`config.mk`:
```
export PLATFORM = sky130hd
export DESIGN_NAME = mips_multicycle_ctrl
export DESIGN_NICKNAME = d
export VERILOG_FILES = /design/src/rtl/mips_multicycle_ctrl.sv
export SDC_FILE = /design/constraint.sdc
export NUM_CORES = 1
export LEC_CHECK = 0
export BUFFER_PORTS_ARGS = -buffer_cell sky130_fd_sc_hd__buf_4
export CAP_MARGIN = 5
export CORE_MARGIN = 3
export CORE_UTILIZATION = 42
export DETAILED_ROUTE_END_ITERATION = 16
export GPL_ROUTABILITY_DRIVEN = 0
export PLACE_DENSITY_LB_ADDON = 0.12
export SLEW_MARGIN = 10
export SYNTH_ARGS = -nofsm -noshare
export SYNTH_HDL_FRONTEND = slang
export SYNTH_SLANG_ARGS = --single-unit
export TNS_END_PERCENT = 20
```
`constraint.sdc`:
```
create_clock -name clk -period 2.3 [get_ports clk]
set_clock_uncertainty 0.15 [all_clocks]
set_input_delay 0.69 -clock clk [delete_from_list [all_inputs] [get_ports clk]]
set_output_delay 0.69 -clock clk [all_outputs]
set_load 0.01 [all_outputs]
```
`src/rtl/mips_multicycle_ctrl.sv`:
```
// ============================================================================
// Module  : mips_multicycle_ctrl
// Brief   : Main control FSM for a multicycle MIPS datapath with a unified,
//           variable-latency memory port.
// Revision: 1.0
// ============================================================================
`default_nettype none

module mips_multicycle_ctrl #(
    parameter int STATE_W = 4
) (
    input  logic               clk,
    input  logic               rst,
    input  logic [5:0]         opcode,
    input  logic [5:0]         funct,
    input  logic               mem_ready,
    output logic               mem_req,
    output logic               mem_write,
    output logic               i_or_d,
    output logic               ir_write,
    output logic               pc_write,
    output logic               branch,
    output logic [1:0]         pc_src,
    output logic               alu_src_a,
    output logic [1:0]         alu_src_b,
    output logic [2:0]         alu_control,
    output logic               reg_write,
    output logic               reg_dst,
    output logic               mem_to_reg,
    output logic               illegal_instr,
    output logic [STATE_W-1:0] state
);

    localparam logic [3:0] S_FETCH   = 4'd0;
    localparam logic [3:0] S_DECODE  = 4'd1;
    localparam logic [3:0] S_MEMADR  = 4'd2;
    localparam logic [3:0] S_MEMRD   = 4'd3;
    localparam logic [3:0] S_MEMWB   = 4'd4;
    localparam logic [3:0] S_MEMWR   = 4'd5;
    localparam logic [3:0] S_EXECUTE = 4'd6;
    localparam logic [3:0] S_ALUWB   = 4'd7;
    localparam logic [3:0] S_BRANCH  = 4'd8;
    localparam logic [3:0] S_ADDIEX  = 4'd9;
    localparam logic [3:0] S_ADDIWB  = 4'd10;
    localparam logic [3:0] S_JUMP    = 4'd11;

    localparam logic [5:0] OP_RTYPE = 6'b000000;
    localparam logic [5:0] OP_LW    = 6'b100011;
    localparam logic [5:0] OP_SW    = 6'b101011;
    localparam logic [5:0] OP_BEQ   = 6'b000100;
    localparam logic [5:0] OP_ADDI  = 6'b001000;
    localparam logic [5:0] OP_J     = 6'b000010;

    localparam logic [5:0] FN_ADD = 6'b100000;
    localparam logic [5:0] FN_SUB = 6'b100010;
    localparam logic [5:0] FN_AND = 6'b100100;
    localparam logic [5:0] FN_OR  = 6'b100101;
    localparam logic [5:0] FN_SLT = 6'b101010;

    localparam logic [2:0] ALU_AND = 3'b000;
    localparam logic [2:0] ALU_OR  = 3'b001;
    localparam logic [2:0] ALU_ADD = 3'b010;
    localparam logic [2:0] ALU_SUB = 3'b110;
    localparam logic [2:0] ALU_SLT = 3'b111;

    logic [3:0] state_q;
    logic [3:0] state_d;

    always_ff @(posedge clk) begin
        if (rst) begin
            state_q <= S_FETCH;
        end else begin
            state_q <= state_d;
        end
    end

    always_comb begin
        state_d       = S_FETCH;
        mem_req       = 1'b0;
        mem_write     = 1'b0;
        i_or_d        = 1'b0;
        ir_write      = 1'b0;
        pc_write      = 1'b0;
        branch        = 1'b0;
        pc_src        = 2'b00;
        alu_src_a     = 1'b0;
        alu_src_b     = 2'b00;
        alu_control   = 3'b000;
        reg_write     = 1'b0;
        reg_dst       = 1'b0;
        mem_to_reg    = 1'b0;
        illegal_instr = 1'b0;

        case (state_q)
            S_FETCH: begin
                mem_req     = 1'b1;
                alu_src_b   = 2'b01;
                alu_control = ALU_ADD;
                ir_write    = mem_ready;
                pc_write    = mem_ready;
                state_d     = mem_ready ? S_DECODE : S_FETCH;
            end
            S_DECODE: begin
                // Branch target precomputed here so BRANCH only needs the compare.
                alu_src_b   = 2'b11;
                alu_control = ALU_ADD;
                case (opcode)
                    OP_LW, OP_SW: state_d = S_MEMADR;
                    OP_RTYPE:     state_d = S_EXECUTE;
                    OP_BEQ:       state_d = S_BRANCH;
                    OP_ADDI:      state_d = S_ADDIEX;
                    OP_J:         state_d = S_JUMP;
                    default: begin
                        state_d       = S_FETCH;
                        illegal_instr = 1'b1;
                    end
                endcase
            end
            S_MEMADR: begin
                alu_src_a   = 1'b1;
                alu_src_b   = 2'b10;
                alu_control = ALU_ADD;
                state_d     = (opcode == OP_LW) ? S_MEMRD : S_MEMWR;
            end
            S_MEMRD: begin
                mem_req = 1'b1;
                i_or_d  = 1'b1;
                state_d = mem_ready ? S_MEMWB : S_MEMRD;
            end
            S_MEMWB: begin
                reg_write  = 1'b1;
                mem_to_reg = 1'b1;
            end
            S_MEMWR: begin
                mem_req   = 1'b1;
                mem_write = 1'b1;
                i_or_d    = 1'b1;
                state_d   = mem_ready ? S_FETCH : S_MEMWR;
            end
            S_EXECUTE: begin
                alu_src_a = 1'b1;
                state_d   = S_ALUWB;
                case (funct)
                    FN_ADD:  alu_control = ALU_ADD;
                    FN_SUB:  alu_control = ALU_SUB;
                    FN_AND:  alu_control = ALU_AND;
                    FN_OR:   alu_control = ALU_OR;
                    FN_SLT:  alu_control = ALU_SLT;
                    default: begin
                        alu_control   = ALU_ADD;
                        illegal_instr = 1'b1;
                    end
                endcase
            end
            S_ALUWB: begin
                reg_write = 1'b1;
                reg_dst   = 1'b1;
            end
            S_BRANCH: begin
                alu_src_a   = 1'b1;
                alu_control = ALU_SUB;
                branch      = 1'b1;
                pc_src      = 2'b01;
            end
            S_ADDIEX: begin
                alu_src_a   = 1'b1;
                alu_src_b   = 2'b10;
                alu_control = ALU_ADD;
                state_d     = S_ADDIWB;
            end
            S_ADDIWB: begin
                reg_write = 1'b1;
            end
            S_JUMP: begin
                pc_write = 1'b1;
                pc_src   = 2'b10;
            end
            default: begin
                state_d = S_FETCH;
            end
        endcase

        // Reset cycle must never leak a write enable or memory request.
        if (rst) begin
            mem_req       = 1'b0;
            mem_write     = 1'b0;
            i_or_d        = 1'b0;
            ir_write      = 1'b0;
            pc_write      = 1'b0;
            branch        = 1'b0;
            pc_src        = 2'b00;
            alu_src_a     = 1'b0;
            alu_src_b     = 2'b00;
            alu_control   = 3'b000;
            reg_write     = 1'b0;
            reg_dst       = 1'b0;
            mem_to_reg    = 1'b0;
            illegal_instr = 1'b0;
        end
    end

    assign state = STATE_W'(state_q);

endmodule

`default_nettype wire

```
==> metrics.md, run 1 <==
| Metric | Value |
|---|---|
| Detail Route Antenna Nets | 0 |
| Most frequent cells after synthesis | sky130_fd_sc_hd__nor2_1, sky130_fd_sc_hd__nand2_1, sky130_fd_sc_hd__a211oi_1, sky130_fd_sc_hd__a21oi_1, sky130_fd_sc_hd__o21ai_0 |
| Proportion of synthesized chip area in sequential cells | 12.6% |
| Floorplan die height | about 45 um |
| Average wire per cell in the routed design | 13.7 um |
| Area taken by flip-flops and latches | 80.1 um2 |
| Number of failing setup endpoints in the final timing report | 5 |
| Final routed wirelength across all metal layers | 2280 um |
| Category of cells accounting for the largest share of critical-path delay | simple AND/OR/NAND/NOR gates |
| Critical path data arrival time | 1.68 ns |
| Initial antenna violation count | 0 |
| Residual overflow from global routing | 0 |
| Rows | 13 |
| Synthesis-stage register bit count | 4 |
| Number of instances in the synthesized netlist | between 90 and 100 |
| Kind of capture point of the worst setup path | output pin |
| Hold-fix buffers, CTS | 0 |
| Avg Synthesized Cell Area | 6.43 um2 |
| Via count of the first global-routing pass | 868 |
| RSZ-0062 raised after global routing | yes |
| Largest fanout of any net on the critical path | 2 |
| Launch point of the worst path | funct[4] |
| Ratio of cells with drive above 1 in the final layout | 50.3% |
| Max H-tree Level | 1 |
| Maximum number of pins on one net before global-route repair | 15 |
| Biggest area contributors in the synthesized netlist | sky130_fd_sc_hd__dfxtp_1, sky130_fd_sc_hd__nor2_1, sky130_fd_sc_hd__a211oi_1 |
| Skew-Pair Late Insertion Delay | 0.23 ns |
| Maximum resistive drop on vdd | around 0.34 mV |
| Most used cell, CP | sky130_fd_sc_hd__buf_6 |
| Combined buffer and inverter count along the critical path | 2 |
| Fin Setup TNS | -0.663 ns |
| Starting density of the core | a little under half |
| Worst Tran Pin Value | 0.348 ns |
| Core utilization of the finished layout | 83.9% |
| Leak pwr | 0.511 nW |
| Kind of critical path | primary input to output pin |
| CP required | 1.46 ns |
| Share of the clock period used by the worst path | 109% |
| Area delta synth->final | 80.0% |
| Pins over their slew limit | 0 |
| Hold wc startpoint | state[3] |
| Core Box Area | 1370 um2 |
| Count of inserted antenna diode cells | 0 |
| Flip-flop count of the largest register after layout | 4 |
| GRT Overall Usage | 21.3% |
| Top cell type's share of synthesized area | between 10% and 20% |
| CTS tree | built |
| Asr flop ratio synth | 0% |
| Routed vias/inst | 5.72 |
| Number of failing hold endpoints at the final stage | 0 |
| Number of nets in the final layout | 168 |
| First-pass DRT Iterations | 4 |
| Synth warn | 0 |
| I/O pin count | 37 |
| # fillers | 84 |
| Clock transition at the registers of the reported paths | 0.03 ns |
| Buffers on Ports | 36 |
| Slowest library cell on the worst path | sky130_fd_sc_hd__or4_4 |
| Kind of start point of the critical path | primary input |
| Count leader, synth | sky130_fd_sc_hd__nor2_1 |
| Die width | 44.9 um |
| Number of synthesized flops with an enable pin | 0 |
| Iteration-0 DRC Markers | 24 |
| Full die area | 2020 um2 |
| Detailed-route via count | 950 |
| Global-route wire length before repair | 3400 um |
| Cts bufs inserted | 3 |
| Final critical-path required period | 2.52 ns |
| Worst r2r src | state[2] |
| Longest Clk Path Bufs | 2 |
| Post-route non-filler standard cell count | 166 |
| Hold Path Class | register to register |
| CP Cell Sequence | buf_6, nand2b_4, or4_4, o21bai_4, buf_6 |
| Power per Cell Area | 262 nW/um2 |
| PnR worst setup slack | -0.216 ns |
| Placed wire-length estimate | around 1700 um |
| Placement Setup Slack | -0.251 ns |
| Post-Synthesis Net Count | between 100 and 150 |
| CTS sink cnt | 4 |
| Number of max-cap violations | 0 |
| Depth of the worst register-to-register path | 5 |
| Relative slew margins | 76.8% |
| Multi-input gate area in the final layout | 567 um2 |
| Highest achievable clock rate | 0.397 GHz |
| Worst Hold Slack | between 0.4 and 0.5 ns |
| Library cell used as clock root buffer | sky130_fd_sc_hd__clkbuf_4 |
| Failing checks | negative setup slack |
| CP peak stage delay | about 0.53 ns |
| Commonest register cell after synthesis | sky130_fd_sc_hd__dfxtp_1 |
| Levels on crit path | 5 |
| Netlist cell types | 37 |
| Cell count of the worst hold path | 2 |
| Total instance count after detailed placement | 162 |
| Library cell with the largest summed area after synthesis | sky130_fd_sc_hd__dfxtp_1 |
| Status | finished, violations left |
| Netlist Area Pre-Place | ~640 um2 |
| Remaining DRCs | 0 |
layout by cell type, fill, tap and decap left out, drive strengths merged:
cell / count
nor4: 4
nand2: 8
o311ai: 1
nor3: 4
a31o: 1
nand3b: 1
o22a: 1
a21boi: 1
o41ai: 2
a21oi: 6
or3b: 1
and3: 3
and4: 1
or2: 1
nor2: 14
a32oi: 1
nand2b: 3
o31ai: 1
buf: 57
inv: 5
dfxtp: 4
o21a: 2
nor3b: 1
nand4: 1
or4: 2
xor2: 3
o21ai: 6
o21bai: 1
a211oi: 6
nor2b: 1
clkbuf: 3
o211ai: 1
o22ai: 1
nand3: 3
where the power goes:
part           leakage, nW  switching (mW)  internal [mW]
Sequential          0.0325         0.00328         0.0720
Combinational        0.465          0.0681         0.0754
Clock               0.0138          0.0233         0.0580
Total                0.511          0.0947          0.205
kinds of logic after synthesis:
logic type             share of synthesized area (%)
buffers and inverters                           8.84
AND/OR/NAND/NOR                                 41.7
AO/OA/AOI/OAI                                   32.8
flip-flops                                      12.6
XOR/XNOR                                        4.13
metal layers:
metal	track usage, %	routed length, um	vias to the layer above	share of wire (%)
met4	5.85	8	0	0.35
met1	27.2	951	436	42
met2	36.7	1180	40	52
li1	-	-	472	-
met3	3.19	143	2	6.3
met5	0	0	-	0
path summary, 6_finish.rpt:
kind	slack (ns)	endpoint
setup / recovery	-0.22	alu_control[2]
hold / removal	0.43	state[3]
setup reg to reg	0.58	state[0]
hold reg to reg	0.43	state[3]
layout make-up:
cell class,count,share of cell area [%]
flip-flops and latches,4,6.99
inverters,5,1.64
multi-input cells,82,49.5
clock buffers,3,1.97
repair buffers,57,38.3
well taps,15,1.64
through the flow:
stage          area [um2]  power, mW
3_3_place_gp         1050      0.203
4_1_cts              1100      0.294
2_1_floorplan         648      0.131
5_1_grt              1150      0.319
6_report             1150      0.300
3_5_place_dp         1050      0.206
worst register-to-register path: stages (launching register included):
cell and delay, ns:
sky130_fd_sc_hd__dfxtp_1 0.35, sky130_fd_sc_hd__buf_4 0.20, sky130_fd_sc_hd__or4_4 0.56, sky130_fd_sc_hd__nor4_4 0.16, sky130_fd_sc_hd__nand2_1 0.09, sky130_fd_sc_hd__a21oi_1 0.14
timing repair:
action,in CTS,in global routing
buffers inserted,0,1
pin swaps,1,3
setup endpoints to repair,7,12
gates resized for setup,6,11
Power figures use the tool's default switching activity.
==> run 2, diff against run 1 <==
--- a/config.mk
+++ b/config.mk
@@ -8,7 +8,7 @@
 export BUFFER_PORTS_ARGS = -buffer_cell sky130_fd_sc_hd__buf_4
 export CAP_MARGIN = 5
 export CORE_MARGIN = 3
-export CORE_UTILIZATION = 42
+export CORE_UTILIZATION = 46
 export DETAILED_ROUTE_END_ITERATION = 16
 export GPL_ROUTABILITY_DRIVEN = 0
 export PLACE_DENSITY_LB_ADDON = 0.12
==> constraint.sdc (replaced) <==
create_clock -name clk -period 3 [get_ports clk]
set_clock_uncertainty 0.15 [all_clocks]
set_input_delay 0.9 -clock clk [delete_from_list [all_inputs] [get_ports clk]]
set_output_delay 0.9 -clock clk [all_outputs]
set_load 0.01 [all_outputs]
==> run 2 against run 1 <==
  * The run now ends clean
  * Flip-flop and latch count unchanged
  * Non-clock buffer count down 14
  * Global-route usage up 1.9 points
  * Clock power down 19%
  * Sequential share of layout area up 1.2 points
  * Clock-buffer cell count unchanged
  * Sequential power down 24%
  * Worst hold slack worse by 0.027 ns
  * Final cell count down 9.0%
  * First-iteration DRC count up 4.2%
  * Cell area down 15%
  * Critical path depth unchanged
  * Largest cell class unchanged
  * Largest power group unchanged
==> metrics.md, run 2 (synthesized netlist as in run 1, its figures left out) <==
| Metric | Value |
|---|---|
| CTS sink cnt | 4 |
| Maximum resistive drop on vdd | around 0.15 mV |
| Fin Setup TNS | 0 ns |
| Routed vias/inst | 5.94 |
| Commonest non-fill, non-tap cells in the layout | sky130_fd_sc_hd__buf_4, sky130_fd_sc_hd__nor2_1, sky130_fd_sc_hd__nand2_1 |
| Longest Clk Path Bufs | 2 |
| Area delta synth->final | 53.8% |
| Skew-Pair Late Insertion Delay | around 0.23 ns |
| Count of buffers added by post-CTS timing repair for setup | 0 |
| Buffers on Ports | 36 |
| CTS tree | built |
| Part of the total power dissipated in the clock network | a little under a third |
| Critical path data arrival time | 1.93 ns |
| Status | complete, no violations |
| Power per Cell Area | 217 nW/um2 |
| Number of nets in the final layout | 154 |
| Hold Path Class | register to register |
| Iteration-0 DRC Markers | 25 |
| Initial antenna violation count | 0 |
| Count of inserted antenna diode cells | 0 |
| Gate power share | between 40% and 50% |
| CP required | 1.95 ns |
| Share of the clock period used by the worst path | 99.3% |
| Starting density of the core | 53.0% |
| Cts bufs inserted | 3 |
| Rows | 12 |
| Global-route wire length before repair | 3420 um |
| Kind of capture point of the worst setup path | output pin |
| Via count of the first global-routing pass | 816 |
| Remaining DRCs | 0 |
| Number of failing setup endpoints in the final timing report | 0 |
| First-pass DRT Iterations | 4 |
| Commonest non-fill, non-tap cell in the layout | sky130_fd_sc_hd__buf_4 |
| Library cell used as clock root buffer | sky130_fd_sc_hd__clkbuf_4 |
| Highest achievable clock rate | 0.336 GHz |
| GRT Overall Usage | 23.2% |
| Number of max-cap violations | 0 |
| Largest fanout of any net on the critical path | 3 |
| Design Area, Final | approximately 980 um2 |
| Average wire per cell in the routed design | 13.3 um |
| Number of failing hold endpoints at the final stage | 0 |
| Kind of critical path | primary input to output pin |
| Full die area | 1870 um2 |
| PnR worst setup slack | 0.0214 ns |
| Clock transition at the registers of the reported paths | around 0.040 ns |
| Final routed wirelength across all metal layers | approximately 2000 um |
| Leak pwr | 0.433 nW |
| Detailed-route via count | between 800 and 900 |
| Hold-fix buffers, CTS | 0 |
| Die width | about 43 um |
| Placed wire-length estimate | 1580 um |
| Core Box Area | approximately 1200 um2 |
| # fillers | 85 |
| Max H-tree Level | 1 |
| Flip-flop count of the largest register after layout | 4 |
| RSZ-0062 raised after global routing | yes |
| Pins over their slew limit | 0 |
| Kind of start point of the critical path | primary input |
| I/O pin count | 37 |
| Internal portion of total power | 143 uW |
| Relative slew margins | 74.2% |
| Placement Setup Slack | -0.0451 ns |
| Residual overflow from global routing | 0 |
| Cell area after placement | ~940 um2 |
| Maximum number of pins on one net before global-route repair | 16 |
| Sequential share of power | 27.0% |
| Worst Tran Pin Value | roughly 0.38 ns |
| Ratio of cells with drive above 1 in the final layout | 38.0% |
| NetSw | 69.5 uW |
| Final critical-path required period | 2.98 ns |
| Detail Route Antenna Nets | 0 |
| Net switching share of the total power | 32.7% |
| Floorplan die height | between 40 and 50 um |
## run 2: cell types whose count changed in the layout (fill, tap and decap cells not counted), moves of 3 or more
cell                     previous run  this run
sky130_fd_sc_hd__buf_4             54        43
sky130_fd_sc_hd__buf_6              3         0
sky130_fd_sc_hd__nor2_2             3         0
sky130_fd_sc_hd__nor2_1            11        14
## run 2: worst paths after layout
check            from        endpoint  slack, ns  cells after the start
min          state[3]        state[3]       0.40                      2
max reg2reg  state[3]        state[0]       1.34                      5
max          funct[4]  alu_control[2]       0.02                      5
min reg2reg  state[3]        state[3]       0.40                      2
## run 2: area by class of cell
cell class | count | area (um2) | share of cell area [%]
inverters | 5 | 18.8 | 1.92
repair buffers | 43 | 323 | 33.0
multi-input cells | 82 | 518 | 52.9
clock buffers | 3 | 22.5 | 2.30
well taps | 14 | 17.5 | 1.79
flip-flops and latches | 4 | 80.1 | 8.17
## run 2: critical path, stage by stage
cell and delay, ns:
sky130_fd_sc_hd__buf_4 0.11, sky130_fd_sc_hd__nand2b_4 0.13, sky130_fd_sc_hd__or4_4 0.51, sky130_fd_sc_hd__o21bai_1 0.14, sky130_fd_sc_hd__buf_4 0.14
## run 2: power groups by stage
stage	combinational [mW]	clock, mW	sequential, mW
after floorplan	0.0419	0	0.0582
after global placement	0.0845	0	0.0580
after detailed placement	0.0865	0	0.0582
after CTS	0.0883	0.0663	0.0574
after global routing	0.0983	0.0699	0.0576
final	0.0892	0.0660	0.0574
## run 2: through the flow
step	std cells	hold WS, ns	util [%]	total power, mW
after global routing	151	0.440	81.6	0.226
after CTS	151	0.390	81.0	0.212
after floorplan	99	0.427	-	0.100
after detailed placement	148	0.385	78.2	0.145
after global placement	148	0.392	78.2	0.142
final	151	0.399	81.6	0.213
## run 2: layer usage
layer | up-vias | share of wire (%) | global-route usage [%]
li1 | 452 | - | -
met1 | 398 | 41 | 28.0
met2 | 45 | 48 | 39.5
met3 | 2 | 9.3 | 6.78
met4 | 0 | 0.80 | 6.02
met5 | - | 0 | 0
## run 2: timing repair
| action | in CTS | in global routing |
|---|---|---|
| pin swaps | 1 | 0 |
| setup endpoints to repair | 2 | 3 |
| gates resized for setup | 2 | 1 |
==> run 3, diff against run 2 <==
--- a/config.mk
+++ b/config.mk
@@ -7,7 +7,7 @@
 export LEC_CHECK = 0
 export BUFFER_PORTS_ARGS = -buffer_cell sky130_fd_sc_hd__buf_4
 export CAP_MARGIN = 5
-export CORE_MARGIN = 3
+export CORE_MARGIN = 2
 export CORE_UTILIZATION = 46
 export DETAILED_ROUTE_END_ITERATION = 16
 export GPL_ROUTABILITY_DRIVEN = 0
==> run 3 against run 2 <==
  * Total power rose by 1.9%
  * Flip-flop and latch count did not move
  * Largest cell class unchanged
  * Largest power group unchanged
  * Combinational power fell by 1%
  * Critical path depth did not move
  * Highest routed layer unchanged
  * Final cell count fell by 0.66%
  * Worst setup slack improved by 0.0084 ns
  * Global-route usage rose by 4.2 points
==> metrics.md, run 3 (synthesized netlist as in run 1, its figures left out) <==
| Metric | Value |
|---|---|
| Status | complete, no violations |
| Pins over their slew limit | 0 |
| Largest fanout of any net on the critical path | 2 |
| Starting density of the core | 48.9% |
| CP peak stage delay | slightly above 0.5 ns |
| Core Box Area | 1300 um2 |
| Count of inserted antenna diode cells | 0 |
| Number of failing setup endpoints in the final timing report | 0 |
| Max H-tree Level | 1 |
| Worst r2r src | state[0] |
| Detail Route Antenna Nets | 0 |
| Routed vias/inst | between 6 and 7 |
| Worst Hold Slack | 0.420 ns |
| Ratio of cells with drive above 1 in the final layout | approximately two fifths |
| Longest Clk Path Bufs | 2 |
| Global-route wire length before repair | 3080 um |
| Final routed wirelength across all metal layers | around 2200 um |
| Remaining DRCs | 0 |
| Number of max-cap violations | 0 |
| Cts bufs inserted | 3 |
| Hold Path Class | register to register |
| Leak pwr | around 0.43 nW |
| Via count of the first global-routing pass | 732 |
| Residual overflow from global routing | 0 |
| Number of nets in the final layout | 152 |
| Final critical-path required period | 2.97 ns |
| Library cell used as clock root buffer | sky130_fd_sc_hd__clkbuf_4 |
| Commonest non-fill, non-tap cell in the layout | sky130_fd_sc_hd__buf_4 |
| CTS sink cnt | 4 |
| Placed wire-length estimate | 1580 um |
| First-pass DRT Iterations | 4 |
| Power per Cell Area | 221 nW/um2 |
| Maximum resistive drop on vdd | ~0.23 mV |
| Kind of capture point of the worst setup path | output pin |
| Initial antenna violation count | 0 |
| Rows | 13 |
| Fin Setup TNS | 0 ns |
| Slowest library cell on the worst path | sky130_fd_sc_hd__or4_4 |
| Buffers on Ports | 36 |
| Skew-Pair Late Insertion Delay | 0.24 ns |
| Full die area | around 1700 um2 |
| R2R Path End | state[3] |
| Launch point of the worst path | funct[4] |
| Flip-flop count of the largest register after layout | 4 |
| Maximum number of pins on one net before global-route repair | 16 |
| Share of the clock period used by the worst path | 99.0% |
| Critical path data arrival time | ~1.9 ns |
| Commonest non-fill, non-tap cells in the layout | sky130_fd_sc_hd__buf_4, sky130_fd_sc_hd__nor2_1, sky130_fd_sc_hd__nand2_1 |
| Depth of the worst register-to-register path | 4 |
| Worst Tran Pin Value | just over 0.4 ns |
| Kind of start point of the critical path | primary input |
| Most used cell, CP | sky130_fd_sc_hd__buf_4 |
| Kind of critical path | primary input to output pin |
| Hold-fix buffers, CTS | 0 |
| Iteration-0 DRC Markers | 27 |
| Average wire per cell in the routed design | 14.8 um |
| Hold wc startpoint | state[3] |
| Highest achievable clock rate | about 0.34 GHz |
| CP Cell Sequence | buf_4, nand2b_4, or4_4, o21bai_1, buf_4 |
| End point of the critical path | alu_control[2] |
| Die width | about 41 um |
| Setup slack of the most critical reg-to-reg path | 1.20 ns |
| Clock transition at the registers of the reported paths | 0.04 ns |
| Area delta synth->final | 54.0% |
| RSZ-0062 raised after global routing | yes |
| CTS tree | built |
| Core utilization of the finished layout | 75.4% |
| Relative slew margins | 72.6% |
| I/O pin count | 37 |
| Detailed-route via count | 908 |
| Number of failing hold endpoints at the final stage | 0 |
| GRT Overall Usage | 27.4% |
| CP required | 1.95 ns |
| Floorplan die height | 41.2 um |
-- run 3: how the worst min path moves through the flow --
| stage | slack (ns) | depth (start not counted) | endpoint |
|---|---|---|---|
| 2_1_floorplan | 0.43 | 2 | state[3] |
| 3_3_place_gp | 0.40 | 2 | state[3] |
| 3_5_place_dp | 0.40 | 2 | state[3] |
| 4_1_cts | 0.41 | 2 | state[3] |
| 5_1_grt | 0.44 | 2 | state[3] |
| 6_report | 0.42 | 2 | state[3] |
-- run 3: critical path, delay by kind of cell --
family          cells  cell delay, ns
buf+inv             2            0.24
simple gates        2            0.64
compound gates      1            0.14
-- run 3: per-stage QoR --
stage,worst slack [ns],std cells,power (mW),area [um2]
after floorplan,0.153,99,0.100,637
after global placement,0.00915,147,0.139,926
after detailed placement,-0.0345,147,0.142,926
after CTS,0.0247,150,0.214,960
after global routing,-0.0131,150,0.229,981
final,0.0298,150,0.217,981
-- run 3: power by group --
group | internal (mW) | switching [mW]
registers | 0.0551 | 0.00439
clock network | 0.0449 | 0.0242
logic | 0.0414 | 0.0467
-- run 3: layout make-up --
class                           instances  area (um2)
Fill cell                             129         320
Sequential cell                         4        80.1
Multi-Input combinational cell         82         533
Timing Repair Buffer                   41         308
Inverter                                5        18.8
Tap cell                               15        18.8
Clock buffer                            3        22.5
-- run 3: per-layer routing --
layer | part of all wire (%) | wire length, um | vias up | GRT usage (%)
li1 | - | - | 442 | -
met4 | 1.5 | 34 | 0 | 5.65
met2 | 51 | 1130 | 35 | 50.4
met3 | 6.4 | 141 | 4 | 7.07
met5 | 0 | 0 | - | 0
met1 | 41 | 906 | 427 | 31.4
-- run 3: timing repair --
action,in CTS,in global routing
setup buffers,0,0
resized for setup,2,5
pin swaps,1,1
endpoints found under the setup margin,2,3
